<file path="src/rtl/key_debounce_if.sv">
// Pin-side and control-pulse signals of the push-button debouncer.
// The slave modport is the debouncer; the master modport is whoever drives the pin and consumes the pulses.
interface key_debounce_if;
    logic key;
    logic key_level;
    logic press_pulse;
    logic release_pulse;
    logic long_pulse;

    modport slave (
        input  key,
        output key_level,
        output press_pulse,
        output release_pulse,
        output long_pulse
    );

    modport master (
        output key,
        input  key_level,
        input  press_pulse,
        input  release_pulse,
        input  long_pulse
    );
endinterface

</file>
<file path="src/rtl/key_debounce.sv">
// Push-button synchroniser and debouncer producing a clean level plus press/release/long-press strobes.
// Long-press detection (hold counter and long_pulse) is built only when KEY_LONG_PRESS_EN is defined.
//
//   state        | meaning
//   IDLE         | key released and stable
//   PRESS_WAIT   | key went low, qualifying the press
//   PRESSED      | press accepted, key held
//   RELEASE_WAIT | key went high, qualifying the release
module key_debounce #(
    parameter int unsigned CNT_W       = 21,
    parameter int unsigned DEB_CYCLES  = 1_000_000,
    parameter int unsigned LONG_CYCLES = 2_000_000
) (
    input  logic           clk,
    input  logic           rst,
    key_debounce_if.slave  bus
);

    if (CNT_W < 2 || CNT_W > 31 || DEB_CYCLES < 2 || LONG_CYCLES < 2 ||
        64'(DEB_CYCLES) >= (64'd1 << CNT_W) ||
        64'(LONG_CYCLES) >= (64'd1 << CNT_W)) begin : g_bad_param
        $error("key_debounce: parameters out of range");
    end

    typedef enum logic [1:0] {
        IDLE         = 2'd0,
        PRESS_WAIT   = 2'd1,
        PRESSED      = 2'd2,
        RELEASE_WAIT = 2'd3
    } state_t;

    localparam logic [CNT_W-1:0] DEB_LAST = CNT_W'(DEB_CYCLES - 1);

    state_t             state_q, state_d;
    logic               s1_q, s2_q;
    logic [CNT_W-1:0]   deb_cnt_q, deb_cnt_d;
    logic               press_q, press_d;
    logic               release_q, release_d;
    logic               key_sync;

`ifdef KEY_LONG_PRESS_EN
    localparam logic [CNT_W-1:0] LONG_LAST = CNT_W'(LONG_CYCLES - 1);
    localparam logic [CNT_W-1:0] LONG_MAX  = CNT_W'(LONG_CYCLES);

    logic [CNT_W-1:0]   hold_cnt_q, hold_cnt_d;
    logic               long_q, long_d;
`endif

    assign key_sync = s2_q;

    always_ff @(posedge clk) begin
        if (rst) begin
            s1_q      <= 1'b1;
            s2_q      <= 1'b1;
            state_q   <= IDLE;
            deb_cnt_q <= '0;
            press_q   <= 1'b0;
            release_q <= 1'b0;
        end else begin
            s1_q      <= bus.key;
            s2_q      <= s1_q;
            state_q   <= state_d;
            deb_cnt_q <= deb_cnt_d;
            press_q   <= press_d;
            release_q <= release_d;
        end
    end

`ifdef KEY_LONG_PRESS_EN
    always_ff @(posedge clk) begin
        if (rst) begin
            hold_cnt_q <= '0;
            long_q     <= 1'b0;
        end else begin
            hold_cnt_q <= hold_cnt_d;
            long_q     <= long_d;
        end
    end
`endif

    always_comb begin
        state_d   = state_q;
        deb_cnt_d = deb_cnt_q;
        press_d   = 1'b0;
        release_d = 1'b0;
`ifdef KEY_LONG_PRESS_EN
        hold_cnt_d = hold_cnt_q;
        long_d     = 1'b0;
`endif
        unique case (state_q)
            IDLE: begin
                if (!key_sync) begin
                    state_d   = PRESS_WAIT;
                    deb_cnt_d = '0;
                end
            end
            PRESS_WAIT: begin
                if (key_sync) begin
                    state_d = IDLE;
                end else if (deb_cnt_q == DEB_LAST) begin
                    state_d = PRESSED;
                    press_d = 1'b1;
`ifdef KEY_LONG_PRESS_EN
                    hold_cnt_d = '0;
`endif
                end else begin
                    deb_cnt_d = deb_cnt_q + CNT_W'(1);
                end
            end
            PRESSED: begin
                if (key_sync) begin
                    state_d   = RELEASE_WAIT;
                    deb_cnt_d = '0;
                end
`ifdef KEY_LONG_PRESS_EN
                else begin
                    // Saturating at LONG_CYCLES is what limits long_pulse to once per press.
                    if (hold_cnt_q != LONG_MAX) begin
                        hold_cnt_d = hold_cnt_q + CNT_W'(1);
                    end
                    if (hold_cnt_q == LONG_LAST) begin
                        long_d = 1'b1;
                    end
                end
`endif
            end
            RELEASE_WAIT: begin
                // A bounce back to low resumes the press; hold_cnt stays frozen meanwhile.
                if (!key_sync) begin
                    state_d = PRESSED;
                end else if (deb_cnt_q == DEB_LAST) begin
                    state_d   = IDLE;
                    release_d = 1'b1;
                end else begin
                    deb_cnt_d = deb_cnt_q + CNT_W'(1);
                end
            end
            default: begin
                state_d = IDLE;
            end
        endcase
    end

    assign bus.key_level     = (state_q == PRESSED) || (state_q == RELEASE_WAIT);
    assign bus.press_pulse   = press_q;
    assign bus.release_pulse = release_q;
`ifdef KEY_LONG_PRESS_EN
    assign bus.long_pulse    = long_q;
`else
    assign bus.long_pulse    = 1'b0;
`endif

endmodule

</file>
<file path="src/flat_wrapper.sv">
// flat-port wrapper written by rule: the top's interface ports become plain ports
module key_debounce_flat 
#(
    parameter int unsigned CNT_W       = 21,
    parameter int unsigned DEB_CYCLES  = 1_000_000,
    parameter int unsigned LONG_CYCLES = 2_000_000
)
  (clk, rst, bus_key, bus_key_level, bus_press_pulse, bus_release_pulse, bus_long_pulse);
  key_debounce_if bus_i ();
  input  logic clk;
  input  logic rst;
  input wire logic [$bits(bus_i.key)-1:0] bus_key;
  output wire logic [$bits(bus_i.key_level)-1:0] bus_key_level;
  output wire logic [$bits(bus_i.press_pulse)-1:0] bus_press_pulse;
  output wire logic [$bits(bus_i.release_pulse)-1:0] bus_release_pulse;
  output wire logic [$bits(bus_i.long_pulse)-1:0] bus_long_pulse;
  assign bus_i.key = bus_key;
  assign bus_key_level = bus_i.key_level;
  assign bus_press_pulse = bus_i.press_pulse;
  assign bus_release_pulse = bus_i.release_pulse;
  assign bus_long_pulse = bus_i.long_pulse;
  key_debounce #(.CNT_W(CNT_W), .DEB_CYCLES(DEB_CYCLES), .LONG_CYCLES(LONG_CYCLES)) u_core (.clk(clk), .rst(rst), .bus(bus_i));
endmodule
</file>
<file path="config.mk">
export PLATFORM = sky130hd
export DESIGN_NAME = key_debounce_flat
export DESIGN_NICKNAME = d
export VERILOG_FILES = /design/src/rtl/key_debounce_if.sv /design/src/rtl/key_debounce.sv /design/src/flat_wrapper.sv
export SDC_FILE = /design/constraint.sdc
export NUM_CORES = 1
export LEC_CHECK = 0
export CORE_ASPECT_RATIO = 1.2
export CORE_MARGIN = 3
export CORE_UTILIZATION = 34
export DETAILED_ROUTE_END_ITERATION = 7
export PLACE_DENSITY = 0.61
export SYNTH_ARGS = -nofsm -noshare
export SYNTH_HDL_FRONTEND = slang
export SYNTH_SLANG_ARGS = --single-unit
</file>
<file path="constraint.sdc">
create_clock -name clk -period 2.8 [get_ports clk]
set_input_delay 0.42 -clock clk [delete_from_list [all_inputs] [get_ports clk]]
set_output_delay 0.42 -clock clk [all_outputs]
set_load 0.01 [all_outputs]
</file>
After elaboration in Yosys (flattened, before gate mapping)
Index checks and enable logic that the tools add are counted.

Mux-type cells: 14. Equality and inequality tests: 10. Reductions and logical operators: 6. Bitwise logic cells: 3. Add/subtract/negate cells: 1.

Operators by type and width (number): 21-bit 2-to-1 mux (5); 21-bit one-hot mux with 4 select lines (1); 21-bit by 1-bit adder with 21-bit output, second input constant (1); 21-bit by 20-bit == test with 1-bit output, second input constant (1); 2-bit 2-to-1 mux (6); 2-bit one-hot mux with 4 select lines (1); 4-bit AND reduction (2); 3-bit OR reduction (2); 2-bit == test, second input constant (2); 2-bit by 1-bit != test with 1-bit output, second input constant (2); 2-bit != test, second input constant (2); 3-bit by 1-bit != test with 1-bit output, second input constant (1); 3-bit != test, second input constant (1); 1-bit inverter (3); 2-bit by 1-bit == test with 1-bit output, second input constant (1); 2-bit zero test (1); 1-bit logical OR (1); 1-bit 2-to-1 mux (1).

Input port bits: 3. Output and inout port bits: 4. Flip-flop bits (word level): 27.

Logic depth before layout (Yosys ltp)
Gate-level depths: netlist (run 1).

Depth in word-level cells: 4. Depth in mapped cells: 7. Mapped depth without buffers: 6.

Worst setup path before layout (run 1)
Ideal clock, no wire load.

Path type: reg-to-reg. Start point: register u_core.deb_cnt_q[0]. End point: register u_core.deb_cnt_q[20]. Arrival time: 1667 ps. Path buffers: 0. Slack: 1014 ps. Period minus slack after synthesis: 1786 ps. Required time: 2680 ps. Stages on the path, launching flop included: 7. Cells stage by stage: dfxtp_1 ha_1 nand4_1 nor4_1 nand3_1 o211a_1 a211o_1.

Longest elaborated chain between the ends: 4. Elaborated cells on any way between the ends: 6.

Ends and longest elaborated chain: start: declaration (line key_debounce.sv:36) `logic [CNT_W-1:0] deb_cnt_q, deb_cnt_d;`; start signal: assignment (line key_debounce.sv:63) `deb_cnt_q <= deb_cnt_d;`; 21-bit by 1-bit adder with 21-bit output / 21-bit by 20-bit == test with 1-bit output (equally long branches); 21-bit 2-to-1 mux (*) (line key_debounce.sv:100, key_debounce.sv:131); 21-bit 2-to-1 mux (on tied branches) (line key_debounce.sv:129, key_debounce.sv:98); 21-bit one-hot mux with 4 select lines (*) (line key_debounce.sv:90) `unique case (state_q)`.

Every way passes the cells marked *; elsewhere a longest branch is shown, timed or not. The select of a mux whose other input is x is not followed. A chain may end at the register's enable or synchronous reset.

Final worst setup path (run 1)
Start point: register u_core.deb_cnt_q[8]. End point: register u_core.deb_cnt_q[13].

The elaborated chain is that of the path after synthesis.

==> results of run 1 <==
[worst paths after layout]
kind                                                           to  slack [ns]  cells after the start
worst max-delay path            u_core.deb_cnt_q[13]$_SDFFE_PP0P_        0.73                      5
worst min-delay path                   u_core.key_sync$_SDFF_PP1_        0.42                      1
worst max register to register  u_core.deb_cnt_q[13]$_SDFFE_PP0P_        0.73                      5
worst min register to register         u_core.key_sync$_SDFF_PP1_        0.42                      1
[stage by stage]
step	cell area, µm²	hold WS (ns)
floorplan	1370	0.389
global placement	1450	0.393
detailed placement	1450	0.397
CTS	1500	0.423
global route	1500	0.455
finish	1500	0.420
[cell usage after synthesis, types with 2 or more instances]
master / n
nand3_1: 15
nor2_1: 5
and3_1: 4
or2_2: 3
o31ai_1: 6
o21ai_0: 7
nor4_1: 4
or4_2: 2
or4_1: 5
buf_6: 2
a22o_1: 2
a211o_1: 3
nand2_1: 9
and4_2: 2
inv_1: 5
dfxtp_1: 27
clkbuf_1: 3
xor2_1: 2
nand4_1: 3
buf_2: 2
a21oi_1: 13
nor4b_1: 2
nand4_2: 3
a21o_1: 2
or3_1: 10
nor3_1: 4
[sequential cells by signal (all words and copies together), names as in the netlist, named ones only]
name                      cells
u_core.deb_cnt_q             21
u_core.bus.press_pulse        1
u_core.bus.release_pulse      1
u_core.key_sync               1
u_core.s1_q                   1
u_core.state_q                1
[kinds of logic after synthesis]
family | count (synthesis) | synth area share, %
compound gates | 39 | 18.7
xor+xnor | 2 | 1.28
fa+ha+maj | 1 | 0.915
buf+inv | 13 | 5.12
flops | 27 | 39.5
other cells | 1 | 0.274
simple gates | 76 | 34.2
[per-layer routing]
| metal | share of wire, % | vias up | GRT usage (%) |
|---|---|---|---|
| met2 | 49 | 15 | 23.0 |
| met3 | 2.4 | 5 | 2.21 |
| met4 | 1.6 | 0 | 5.76 |
| met5 | 0 | - | 0 |
| li1 | - | 611 | - |
| met1 | 47 | 574 | 14.7 |
[power breakdown]
part	total, mW	internal [mW]	switching, mW
registers	0.387	0.386	0.00126
clock network	0.230	0.101	0.129
logic	0.0212	0.00751	0.0137
[cells in the final DEF (no fill, tap or decap), drive strengths merged, types with 3 or more instances in the layout]
cell           Yosys  layout
a211o              3       3
a21oi             13      13
and3               4       4
clkbuf             3       3
clkdlybuf4s50      0       5
dfxtp             27      27
inv                5       5
nand2              9       9
nand3             15      15
nand4              6       6
nor2               5       5
nor3               4       4
nor4               4       4
o21ai              8       8
o31ai              6       6
or2                3       3
or3               10      10
or4                7       7
[final cells by class]
cell class                 count  area share (%)
clock buffer                   3            2.76
clock inverter                 1           0.502
inverter                       5            1.26
multi-input combinational    119            50.6
sequential                    27            36.2
tap                           52            4.35
timing repair buffer           7            4.35
==> flow_summary.ini, run 1 <==
[place]
gp_congestion = 0.762
portBuffers = 5
dp_cells = 210
place_hpwl_um = 2070
dp_slack_ns = 0.723

[global_routing]
track_usage_pct = 12.7
antenna_found_initial = 0
grt_max_degree = 24
gr-total-overflow = 0
grt_pass1_wl_um = 4850
grt_pass1_vias = 1121

[clock_tree]
clk_latency_ns = 0.28
cts_max_level = 1
cts_tree = yes
clock-sinks = 27
cts_max_path_buffers = 2
cts-hold-fix-buffers = 0
cts.clk_slew.worst_paths_ns = 0.10
postCtsSetupBuffers = 0
cts_resized = 0
cts-buffers-inserted = 3
cts-root-buf = clkbuf_8

[worst_setup_path]
worstReg2RegStart = u_core.deb_cnt_q[8]$_SDFFE_PP0P_
path_class = reg2reg
cp-start-kind = flop
critPathLaunch = u_core.deb_cnt_q[8]$_SDFFE_PP0P_
worst_ep_arrival_time_ns = 2.25
crit_required_ns = 2.98
cp_top_family = simple AND/OR/NAND/NOR gates
crit_fanout = 8
critPathCaptureType = flop
path_buf_inv = 0
critPathMaxStageDelay_ns = 0.55
cpMaxStageDelayCell = nor4b_1
path_cells = nor4b_1 > nand3_1 > o21ai_1 > nor4_1 > a221o_1

[hold_path]
worstHoldStart = u_core.s1_q$_SDFF_PP1_
min_path_type = reg2reg

[sta]
post-route-period-util_pct = 73.9
final_hold_viol_count = 0
fin_ws_ns = 0.730
setup_violations = 0
tns_ns = 0
fin_crit_ns = 2.07
max_freq_mhz = 483
rsz0062_at_grt = false
slew_violations = 0
max_slew_margin_pct = 62.2
finClkSkew_ns = 0.00518
tightest_slew_ns = 0.563

[cells_and_area]
fin_cells = 214
fin_nets = 167
final_util_pct = 39.8
regArea_um2 = 541
syn2layout_area_growth_pct = 9.33
fillCellCount = 385
drive_gt1_share_pct = 11.1
multi_input_area_um2 = 757
diodes = 0

[die]
dieArea_um2 = 4820
rows = 24
core_um2 = 3750
initial_core_util_pct = 36.4
die_w_um = 63.9
io_pins = 7
die_height_um = 75.5

[outcome]
outcome = finished clean

[synthesis]
yosysWarnings = 0
syn_inst = 159
synthDistinctLibCells = 40
synth_ff_type = dfxtp_1
synthArstFlopShare_pct = 0
yosysTopAreaCellShare_pct = 39.5
postSynthAreaPerCell_um2 = 8.60
synth_top_area_cell = dfxtp_1
netlist_area_um2 = 1370
ys_seq_area_share_pct = 39.5
ys_ff_latch = 27
synth_nets = 163
synthTopCellsByArea = dfxtp_1 (40%), nand3_1 (5.5%), a21oi_1 (4.8%)
synth_edf_count = 0

[route]
first_iter_violations = 24
drt_first_pass_iters = 4
postRouteAntennaNets = 0
wl_per_cell_um = 13.3
vias_per_cell = 5.63
wirelength_um = 2850
drc = 0
routed-via-count = 1205

[pwr]
p_leak_nw = 0.520
powerDensity_nw_per_um2 = 427
finalPower_mw = 0.638
vdd_ir_drop_max_mv = 0.188

[flow_run]
maxCapViolCount = 0
No activity file was read; power rests on OpenSTA's default activity.
==> inputs of run 2 (changes only) <==
clock period = 2 ns   (was 2.8 ns; I/O delays follow)
==> flow_summary.ini, run 2 (synthesis results as in run 1) <==
[clock_tree]
clk_latency_ns = 0.27
cts_tree = yes
postCtsSetupBuffers = 0
cts.clk_slew.worst_paths_ns = 0.09
cts-root-buf = clkbuf_8
clock-sinks = 27
cts-buffers-inserted = 3
cts-hold-fix-buffers = 0
cts_max_level = 1
cts_max_path_buffers = 2

[global_routing]
grt_max_degree = 16
grt_pass1_wl_um = 5300
grt_pass1_vias = 1171
gr-total-overflow = 0
track_usage_pct = 13.8
antenna_found_initial = 0

[die]
dieArea_um2 = 4820
io_pins = 7
core_um2 = 3750
initial_core_util_pct = 36.4
die_height_um = 75.5
rows = 24
die_w_um = 63.9

[pwr]
powerDensity_nw_per_um2 = 551
intPower_mw = 0.694
p_seq_share_pct = 61.0
vdd_ir_drop_max_mv = 0.266
combinationalPowerShare_pct = 4.0
pwr-share-clk_pct = 35.0
switching_power_mw = 0.193
swShare_pct = 21.8
p_leak_nw = 0.578

[cells_and_area]
layout_commonest_cell = dfxtp_1
drive_gt1_share_pct = 22.1
diodes = 0
largest_reg_flops = 21
fin_cells = 224
fin_nets = 177
top_register = u_core.deb_cnt_q
mostFrequentLayoutCells = dfxtp_1 (22), nand3_1 (15), a21oi_1 (13)
syn2layout_area_growth_pct = 17.7
fillCellCount = 381

[sta]
tns_ns = 0
max_freq_mhz = 521
setup_violations = 0
finClkSkew_ns = 0.00328
post-route-period-util_pct = 96.0
holdWs_ns = 0.417
fin_crit_ns = 1.92
final_hold_viol_count = 0
slew_violations = 0

[place]
place_hpwl_um = 2130
dp_cells = 220
portBuffers = 5
gp_congestion = 0.867

[route]
vias_per_cell = 5.49
routed-via-count = 1230
postRouteAntennaNets = 0
drt_first_pass_iters = 4
first_iter_violations = 22
wirelength_um = 3050
drc = 0
wl_per_cell_um = 13.6

[hold_path]
min_path_type = reg2reg

[worst_setup_path]
critPathCaptureType = flop
crit_fanout = 5
worst_ep_arrival_time_ns = 2.09
cp-start-kind = flop
crit_required_ns = 2.17
path_class = reg2reg

[flow_run]
maxCapViolCount = 0

[outcome]
outcome = finished clean
run 2: cell count changes in the layout (fill, tap and decap cells not counted), sizes merged:
cell | previous run | this run
clkinv | 0 | 1
clkinvlp | 1 | 0
buf | 2 | 12
run 2: final cells by class:
cell class / instances / area (µm²) / share of cell area, %
Clock buffer: 3 / 41.3 / 2.57
Clock inverter: 1 / 5.00 / 0.311
Inverter: 5 / 18.8 / 1.17
Multi-Input combinational cell: 119 / 788 / 49.0
Sequential cell: 27 / 547 / 34.0
Tap cell: 52 / 65.1 / 4.04
Timing Repair Buffer: 17 / 144 / 8.94
run 2: worst paths after layout:
check | from | end | slack [ns] | cells past startpoint
max | u_core.deb_cnt_q[10]$_SDFFE_PP0P_ | u_core.deb_cnt_q[17]$_SDFFE_PP0P_ | 0.08 | 5
min reg2reg | u_core.s1_q$_SDFF_PP1_ | u_core.key_sync$_SDFF_PP1_ | 0.42 | 1
max reg2reg | u_core.deb_cnt_q[10]$_SDFFE_PP0P_ | u_core.deb_cnt_q[17]$_SDFFE_PP0P_ | 0.08 | 5
min | u_core.s1_q$_SDFF_PP1_ | u_core.key_sync$_SDFF_PP1_ | 0.42 | 1
run 2: worst max-delay path, stage by stage (launching register included):
cell and delay (ns):
dfxtp_1 0.42, nand4_2 0.16, or3_1 0.43, or3_1 0.35, and3_1 0.20, a211o_1 0.26
run 2: layer usage:
metal  global-route usage [%]  vias to the layer above  part of all wire [%]  wire length [µm]
li1                         -                      631                     -                 -
met1                     18.0                      578                    47              1430
met2                     23.2                       17                    50              1520
met3                     1.92                        4                   1.9                59
met4                     5.52                        0                   1.1                33
met5                        0                        -                     0                 0
run 2: power groups by stage:
stage / sequential (mW) / combinational, mW / clock (mW)
finish: 0.541 / 0.0354 / 0.310
global route: 0.542 / 0.0393 / 0.344
CTS: 0.541 / 0.0350 / 0.318
detailed placement: 0.554 / 0.0347 / 0
global placement: 0.554 / 0.0342 / 0
floorplan: 0.554 / 0.0239 / 0
run 2: timing repair:
item,4_1_cts,5_1_grt
gates resized for setup,1,11
endpoints found under the setup margin,2,11
endpoints found under the hold margin,0,0
gates cloned,0,0
run 2: metrics by stage:
| step | util [%] | setup WS [ns] | cell area [µm²] | total power [mW] |
|---|---|---|---|---|
| 2_1_floorplan | - | 0.214 | 1370 | 0.577 |
| 3_3_place_gp | 40.5 | 0.0397 | 1520 | 0.588 |
| 3_5_place_dp | 40.5 | 0.0823 | 1520 | 0.589 |
| 4_1_cts | 41.9 | 0.0572 | 1570 | 0.894 |
| 5_1_grt | 42.9 | -0.0125 | 1610 | 0.925 |
| 6_report | 42.9 | 0.0807 | 1610 | 0.887 |
==> inputs of run 3 (changes only) <==
SLEW_MARGIN = 20   (was default)
==> results of run 3 <==
Same layout as run 2: the final DEF is identical, and so are final timing and power.
